### src/rtl/fp_sqrt_sigcalc_iter.sv
// fp_sqrt_sigcalc_iter: one-bit-per-cycle restoring square root of the significand, producing {root, guard, sticky}
module fp_sqrt_sigcalc_iter #(
   parameter int sig_width = 23
) (
   input  logic                 clk,
   input  logic                 resetn,
   input  logic                 enable,
   input  logic                 in_valid,
   output logic                 in_ready,
   input  logic [sig_width-1:0] a_sig,
   input  logic                 a_exp_lsb,
   output logic                 out_valid,
   input  logic                 out_ready,
   output logic [sig_width+2:0] z_sig_nr
);
   localparam int N  = sig_width + 2;
   localparam int CW = $clog2(N);
   typedef enum logic [1:0] {IDLE, BUSY, DONE} state_t;
   state_t            state_q;
   logic [2*N-1:0]    r_q;
   logic [N-1:0]      q_q, q_d;
   logic [N-1:0]      rem_q;
   logic [N+1:0]      rem_d, t, trial, diff;
   logic              borrow;
   logic [CW-1:0]     cnt_q;
   logic              in_ready_q, out_valid_q;
   logic [sig_width+2:0] z_q;
   // rem never exceeds N bits between iterations, so only the low N bits need storing
   always_comb begin
      t              = {rem_q, r_q[2*N-1 -: 2]};
      trial          = {q_q, 2'b01};
      {borrow, diff} = {1'b0, t} - {1'b0, trial};
      rem_d          = borrow ? t : diff;
      q_d            = {q_q[N-2:0], ~borrow};
   end
   always_ff @(posedge clk or negedge resetn) begin
      if (!resetn) begin
         state_q     <= IDLE;
         r_q         <= '0;
         q_q         <= '0;
         rem_q       <= '0;
         cnt_q       <= '0;
         in_ready_q  <= 1'b1;
         out_valid_q <= 1'b0;
         z_q         <= '0;
      end else if (enable) begin
         case (state_q)
            IDLE: if (in_valid) begin
               r_q        <= a_exp_lsb ? {2'b01, a_sig, {(sig_width+2){1'b0}}}
                                       : {1'b1, a_sig, {(sig_width+3){1'b0}}};
               q_q        <= '0;
               rem_q      <= '0;
               cnt_q      <= '0;
               in_ready_q <= 1'b0;
               state_q    <= BUSY;
            end
            BUSY: begin
               r_q   <= r_q << 2;
               q_q   <= q_d;
               rem_q <= rem_d[N-1:0];
               if (cnt_q == CW'(N-1)) begin
                  z_q         <= {q_d, |rem_d};
                  out_valid_q <= 1'b1;
                  state_q     <= DONE;
               end else begin
                  cnt_q <= cnt_q + 1'b1;
               end
            end
            DONE: if (out_ready) begin
               out_valid_q <= 1'b0;
               in_ready_q  <= 1'b1;
               state_q     <= IDLE;
            end
            default: state_q <= IDLE;
         endcase
      end
   end
   assign in_ready  = in_ready_q;
   assign out_valid = out_valid_q;
   assign z_sig_nr  = z_q;
endmodule

### config.mk
export PLATFORM = sky130hd
export DESIGN_NAME = fp_sqrt_sigcalc_iter
export DESIGN_NICKNAME = d
export VERILOG_FILES = /design/src/rtl/fp_sqrt_sigcalc_iter.sv
export SDC_FILE = /design/constraint.sdc
export NUM_CORES = 1
export LEC_CHECK = 0
export ABC_CLOCK_PERIOD_IN_PS = 2990
export CAP_MARGIN = 40
export CELL_PAD_IN_SITES_DETAIL_PLACEMENT = 2
export CELL_PAD_IN_SITES_GLOBAL_PLACEMENT = 2
export CORE_MARGIN = 8
export CORE_UTILIZATION = 33
export DETAILED_ROUTE_END_ITERATION = 10
export GPL_TIMING_DRIVEN = 0
export PLACE_DENSITY_LB_ADDON = 0.12
export SETUP_SLACK_MARGIN = 0.2
export SYNTH_ARGS = -nofsm -noshare
export SYNTH_HDL_FRONTEND = slang
export SYNTH_SLANG_ARGS = --single-unit
### constraint.sdc
create_clock -name clk -period 2.99 [get_ports clk]
set_input_delay 0.598 -clock clk [delete_from_list [all_inputs] [get_ports clk]]
set_output_delay 0.598 -clock clk [all_outputs]
set_load 0.05 [all_outputs]
==> flow_metrics.py, run 1 <==
metrics = {
    "global_route": {
        "overflow": 0,
        "grt_pass1_wl_mm": 36.86,
        "grt_usage": 0.1915,
        "grt_antenna_before_repair": 0,
        "grt_pass1_vias": 6670,
        "grt_max_degree": 82,
    },
    "critical_path": {
        "path_class": "reg -> reg",
        "critPathLaunchType": "flip-flop",
        "cp_common_cell": "a21oi_1",
        "max_stage_delay_ns": 0.55,
        "cp_slowest_cell": "or4b_1",
        "worst-r2r-cell-count": 12,
        "endpoint_kind": "flip-flop",
        "r2r-end": "z_sig_nr[0]$_DFFE_PN0P_",
        "r2r-start": "q_q[0]$_DFFE_PN0P_",
        "arrival_ns": 3.44,
        "crit_chain": "inv_2 -> ha_4 -> o211ai_1 -> o21ai_2 -> o2111a_2 -> buf_4 -> or3_1 -> a21oi_1 -> nand4b_1 -> or4b_1 -> a21oi_2 -> a21oi_1",
        "required_ns": 3.24,
        "worstPathMaxFanout": 4,
        "r2r_setup_slack_ns": -0.20,
    },
    "floorplanning": {
        "dieHeight_um": 156.3,
        "initial_core_util": 0.3349,
        "core_area_sq_um": 19400,
        "num_rows": 51,
        "fp.dieW_um": 156.3,
        "ios": 57,
        "dieArea_sq_um": 24430,
    },
    "placed_design": {
        "hpwl_mm": 16.39,
        "port_buffers": 55,
        "finalWeightedCongestion": 0.8019,
    },
    "run_status": {
        "violations": "negative setup slack",
        "status": "complete, but fails checks",
    },
    "detailed_routing": {
        "drc_errors": 0,
        "wire_per_inst_um": 21.11,
        "num_vias": 5837,
        "wl_mm": 22.76,
        "drtIter0Drc": 228,
        "final_antenna_net_count": 0,
        "via_per_inst": 5.415,
        "firstDrtPassIters": 4,
    },
    "timing": {
        "setup_viol": 13,
        "slew_violations": 0,
        "finClkSkew_ns": 0.008302,
        "period_share": 1.068,
        "period_minus_slack_ns": 3.192,
        "max_freq_mhz": 313.3,
        "rsz0062_at_grt": "yes",
        "worst_slack_ns": -0.2021,
        "fin_setup_tns_ns": -0.9050,
        "max_slew.worst_pin.slew_ns": 0.8230,
        "hold_viol": 0,
        "slew_headroom": 0.4476,
    },
    "clock_network": {
        "h-tree-depth": 3,
        "numCtsBuffers": 9,
        "clk_latency_ns": 0.37,
        "clk_pin_slew_ns": 0.08,
        "cts_tree": "yes",
        "cts_buffer_depth": 2,
        "cts_root_buf": "clkbuf_16",
        "clock_sinks": 110,
        "hold_buffers": 0,
    },
    "synthesis": {
        "synth_largest_area_cell": "dfrtp_1",
        "synth_seq_cells": 110,
        "synth_top_area_share": 0.4199,
        "async_flop_share": 1.000,
        "yosysWarningCount": 0,
        "syn_inst": 698,
        "yosysSeqAreaShare": 0.4239,
        "syn_area_per_cell_sq_um": 9.307,
        "synth_area_leaders": "dfrtp_1 (42%), o21ai_0 (6.8%), ha_1 (5.4%)",
        "synth_cell_type_count": 63,
        "synth-main-ff-cell": "dfrtp_1",
        "synth_edf_count": 0,
        "syn_nets": 755,
        "syn_area_sq_um": 6496,
    },
    "finish": {
        "final_common_cell": "dfrtp_1",
        "area_growth_pct": 31.82,
        "layout_common_cells": "dfrtp_1 (105), nand2_1 (74), o21ai_0 (68)",
        "nNetsFinal": 865,
        "utilization": 0.4414,
        "regArea_sq_um": 2759,
        "drive_gt1_frac": 0.2189,
        "antenna_cells": 0,
        "multi_input_comb_area_sq_um": 3856,
        "fillCellCount": 2130,
    },
    "hold_path": {
        "hold_class": "in -> async",
    },
    "run": {
        "cap_violations": 0,
    },
}
[flip-flops by register name (all words and copies together) (netlist names)]
register / count
out_valid: 1
r_q: 25
state_q: 2
z_sig_nr: 26
rem_q: 25
cnt_q: 5
q_q: 25
in_ready: 1
[timing repair]
action | CTS | global route
cloned | 1 | 0
gates resized for setup | 99 | 29
pin swaps | 20 | 8
endpoints found under the setup margin | 45 | 45
setup buffers | 35 | 7
[cell families after synthesis]
| group | synth area share |
|---|---|
| AO/OA/AOI/OAI | 0.2211 |
| buffers and inverters | 0.04545 |
| AND/OR/NAND/NOR | 0.1367 |
| XOR/XNOR | 0.02157 |
| flip-flops | 0.4239 |
| multiplexers | 0.09727 |
| adder cells (fa/ha/maj) | 0.05393 |
[how the worst max path moves through the flow]
stage                                         end  cells after the start  slack [ns]                  start
after floorplan           z_sig_nr[0]$_DFFE_PN0P_                     11        0.09     q_q[0]$_DFFE_PN0P_
after global placement        r_q[28]$_DFFE_PN0P_                      1       -3.24                 resetn
after detailed placement  z_sig_nr[0]$_DFFE_PN0P_                     12       -0.66  rem_q[16]$_DFFE_PN0P_
after CTS                 z_sig_nr[0]$_DFFE_PN0P_                     12       -0.13     q_q[0]$_DFFE_PN0P_
after global routing      z_sig_nr[0]$_DFFE_PN0P_                     12       -0.34     q_q[0]$_DFFE_PN0P_
final                     z_sig_nr[0]$_DFFE_PN0P_                     12       -0.20     q_q[0]$_DFFE_PN0P_
[layout make-up]
cell class,instances,share of cell area
multi-input combinational,513,0.4503
timing repair buffer,99,0.1116
inverter,39,0.01710
sequential,110,0.3222
clock buffer,10,0.02674
tap,265,0.03872
clock inverter,6,0.008182
buffer,36,0.02513
[synth_stat cells, types with 9 or more instances]
library cell / n
clkbuf_1: 23
buf_2: 11
mux2_2: 25
a21oi_1: 37
inv_1: 38
nor2_1: 30
nor3_1: 9
dfrtp_1: 109
mux2i_1: 35
o21ai_0: 88
nand2_1: 76
ha_1: 28
a22oi_1: 23
a21o_1: 12
nand3_1: 14
[through the flow]
step,hold slack (ns),worst slack (ns),cells,instance area (sq um)
after floorplan,0.3024,0.09046,698,6535
after global placement,0.4643,-3.236,1018,7417
after detailed placement,0.4896,-0.6555,1019,7446
after CTS,0.1092,-0.1311,1071,8442
after global routing,0.1206,-0.3416,1078,8563
final,0.09664,-0.2021,1078,8563
[routing by layer]
layer,global-route usage,wire [um]
met1,0.2289,9871
met2,0.3479,11950
met3,0.02454,553
met4,0.06224,386
met5,0,0
[critical path: cells and delay by family, from the launching register on]
family	cells	cell delay (ns)
buf+inv	2	0.25
flops	1	0.40
simple gates	3	1.07
compound gates	6	1.15
fa+ha+maj	1	0.20
Power of run 1 is not shown: default switching activity piles up to over one toggle a cycle in this logic, so the estimate is an artifact.
==> run 2, diff against run 1 <==
- ABC_CLOCK_PERIOD_IN_PS: 2990 -> unset
- SETUP_SLACK_MARGIN: 0.2 -> unset
==> run 2 against run 1 <==
Against the previous run:
- the flow still finishes with violations (negative setup slack)
- cell count decreased by 0.56%
- via count up 1.2%
- sequential cell count stayed put
- critical path type unchanged
- highest routed layer unchanged
==> flow_metrics.py, run 2 (synthesis results as in run 1) <==
metrics = {
    "timing": {
        "worst_slack_ns": -0.1293,
        "setup_viol": 6,
        "max_freq_mhz": 320.6,
        "rsz0062_at_grt": "yes",
        "period_share": 1.043,
        "slew_headroom": 0.4718,
        "max_slew.worst_pin.slew_ns": 0.7870,
        "hold_viol": 0,
        "slew_violations": 0,
        "fin_setup_tns_ns": -0.3946,
        "finClkSkew_ns": 0.01008,
        "period_minus_slack_ns": 3.119,
    },
    "critical_path": {
        "max_stage_delay_ns": 0.53,
        "cp_num_cells": 11,
        "arrival_ns": 3.36,
        "crit_family": "compound AO/OA/AOI/OAI gates",
        "r2r_setup_slack_ns": -0.13,
        "critPathBufInv": 1,
        "cp_slowest_cell": "or4b_4",
        "worstPathMaxFanout": 7,
        "crit_chain": "ha_4 -> buf_6 -> nand2_2 -> o311ai_4 -> a21oi_4 -> o311ai_4 -> a31oi_1 -> nand4b_1 -> or4b_4 -> a21oi_4 -> a21oi_1",
        "r2r-start": "rem_q[9]$_DFFE_PN0P_",
        "required_ns": 3.23,
        "path_class": "reg -> reg",
        "r2r-end": "z_sig_nr[0]$_DFFE_PN0P_",
        "endpoint_kind": "flip-flop",
        "worst-r2r-cell-count": 11,
        "critPathLaunchType": "flip-flop",
    },
    "finish": {
        "antenna_cells": 0,
        "drive_gt1_frac": 0.2404,
        "area_growth_pct": 33.34,
        "final_common_cell": "dfrtp_1",
        "largest_reg_flops": 26,
        "layout_common_cells": "dfrtp_1 (103), o21ai_0 (82), nand2_1 (75)",
        "nNetsFinal": 859,
        "final_area_sq_um": 8662,
    },
    "placed_design": {
        "hpwl_mm": 16.36,
        "finalWeightedCongestion": 0.7993,
        "port_buffers": 55,
        "placedInstanceArea_sq_um": 7407,
    },
    "global_route": {
        "overflow": 0,
        "grt_pass1_vias": 6583,
        "grt_max_degree": 85,
        "grt_pass1_wl_mm": 36.74,
        "grt_usage": 0.1894,
        "grt_antenna_before_repair": 0,
    },
    "hold_path": {
        "hold_class": "in -> async",
    },
    "floorplanning": {
        "dieHeight_um": 156.3,
        "dieArea_sq_um": 24430,
        "fp.dieW_um": 156.3,
        "initial_core_util": 0.3349,
        "num_rows": 51,
        "core_area_sq_um": 19400,
        "ios": 57,
    },
    "clock_network": {
        "cts_root_buf": "clkbuf_16",
        "numCtsBuffers": 9,
        "clk_pin_slew_ns": 0.08,
        "cts_buffer_depth": 2,
        "h-tree-depth": 3,
        "clk_latency_ns": 0.36,
        "clock_sinks": 110,
        "cts_tree": "yes",
    },
    "detailed_routing": {
        "wire_per_inst_um": 21.50,
        "wl_mm": 23.05,
        "drc_errors": 0,
        "drtIter0Drc": 265,
        "via_per_inst": 5.512,
        "num_vias": 5909,
        "final_antenna_net_count": 0,
        "firstDrtPassIters": 4,
    },
    "run": {
        "cap_violations": 0,
    },
    "run_status": {
        "status": "complete, but fails checks",
        "violations": "negative setup slack",
    },
}
run 2: cell type report:
| class | count | area, sq um |
|---|---|---|
| timing repair buffer | 98 | 905.9 |
| inverter | 39 | 146.4 |
| multi-input combinational | 513 | 4004 |
| buffer | 31 | 171.4 |
| fill | 2105 | 10740 |
| clock inverter | 5 | 88.84 |
| sequential | 110 | 2761 |
| tap | 265 | 331.6 |
| clock buffer | 11 | 252.7 |
run 2: repair_timing:
action | 4_1_cts | 5_1_grt
setup endpoints to repair | 45 | 39
pin swaps | 24 | 27
hold buffers | 0 | 0
hold endpoints to repair | 0 | 0
gates resized for setup | 75 | 67
buffers inserted | 23 | 20
cloned | 1 | 0
run 2: routing by layer:
metal,share of wire,wire length [um],vias to the layer above,GRT usage
met1,0.44,10120,3047,0.2347
li1,-,-,2746,-
met4,0.022,514,0,0.05904
met3,0.023,537,32,0.02041
met2,0.52,11880,84,0.3377
met5,0,0,-,0
run 2: worst max path at each step:
stage / start / endpoint / slack, ns
final: rem_q[9]$_DFFE_PN0P_ / z_sig_nr[0]$_DFFE_PN0P_ / -0.13
after global placement: resetn / r_q[31]$_DFFE_PN0P_ / -3.17
after global routing: q_q[9]$_DFFE_PN0P_ / z_sig_nr[0]$_DFFE_PN0P_ / -0.20
after floorplan: q_q[0]$_DFFE_PN0P_ / z_sig_nr[0]$_DFFE_PN0P_ / 0.01
after CTS: rem_q[13]$_DFFE_PN0P_ / z_sig_nr[0]$_DFFE_PN0P_ / -0.14
after detailed placement: rem_q[16]$_DFFE_PN0P_ / z_sig_nr[0]$_DFFE_PN0P_ / -0.72
run 2: metrics by stage:
| stage | setup WS, ns | hold slack, ns | std cells | util |
|---|---|---|---|---|
| 2_1_floorplan | 0.01024 | 0.3024 | 698 | - |
| 3_3_place_gp | -3.166 | 0.4643 | 1018 | 0.3804 |
| 3_5_place_dp | -0.7213 | 0.4922 | 1019 | 0.3818 |
| 4_1_cts | -0.1360 | 0.1054 | 1057 | 0.4260 |
| 5_1_grt | -0.2046 | 0.1139 | 1072 | 0.4465 |
| 6_report | -0.1293 | 0.09607 | 1072 | 0.4465 |
run 2: worst reg2reg max path, delay by kind of cell (launching register included):
kind	cells	cell delay, ns
adder cells (fa/ha/maj)	1	0.29
buffers and inverters	1	0.11
AO/OA/AOI/OAI	6	1.32
flip-flops	1	0.44
AND/OR/NAND/NOR	3	0.84
Power of run 2 is left out for the same reason.
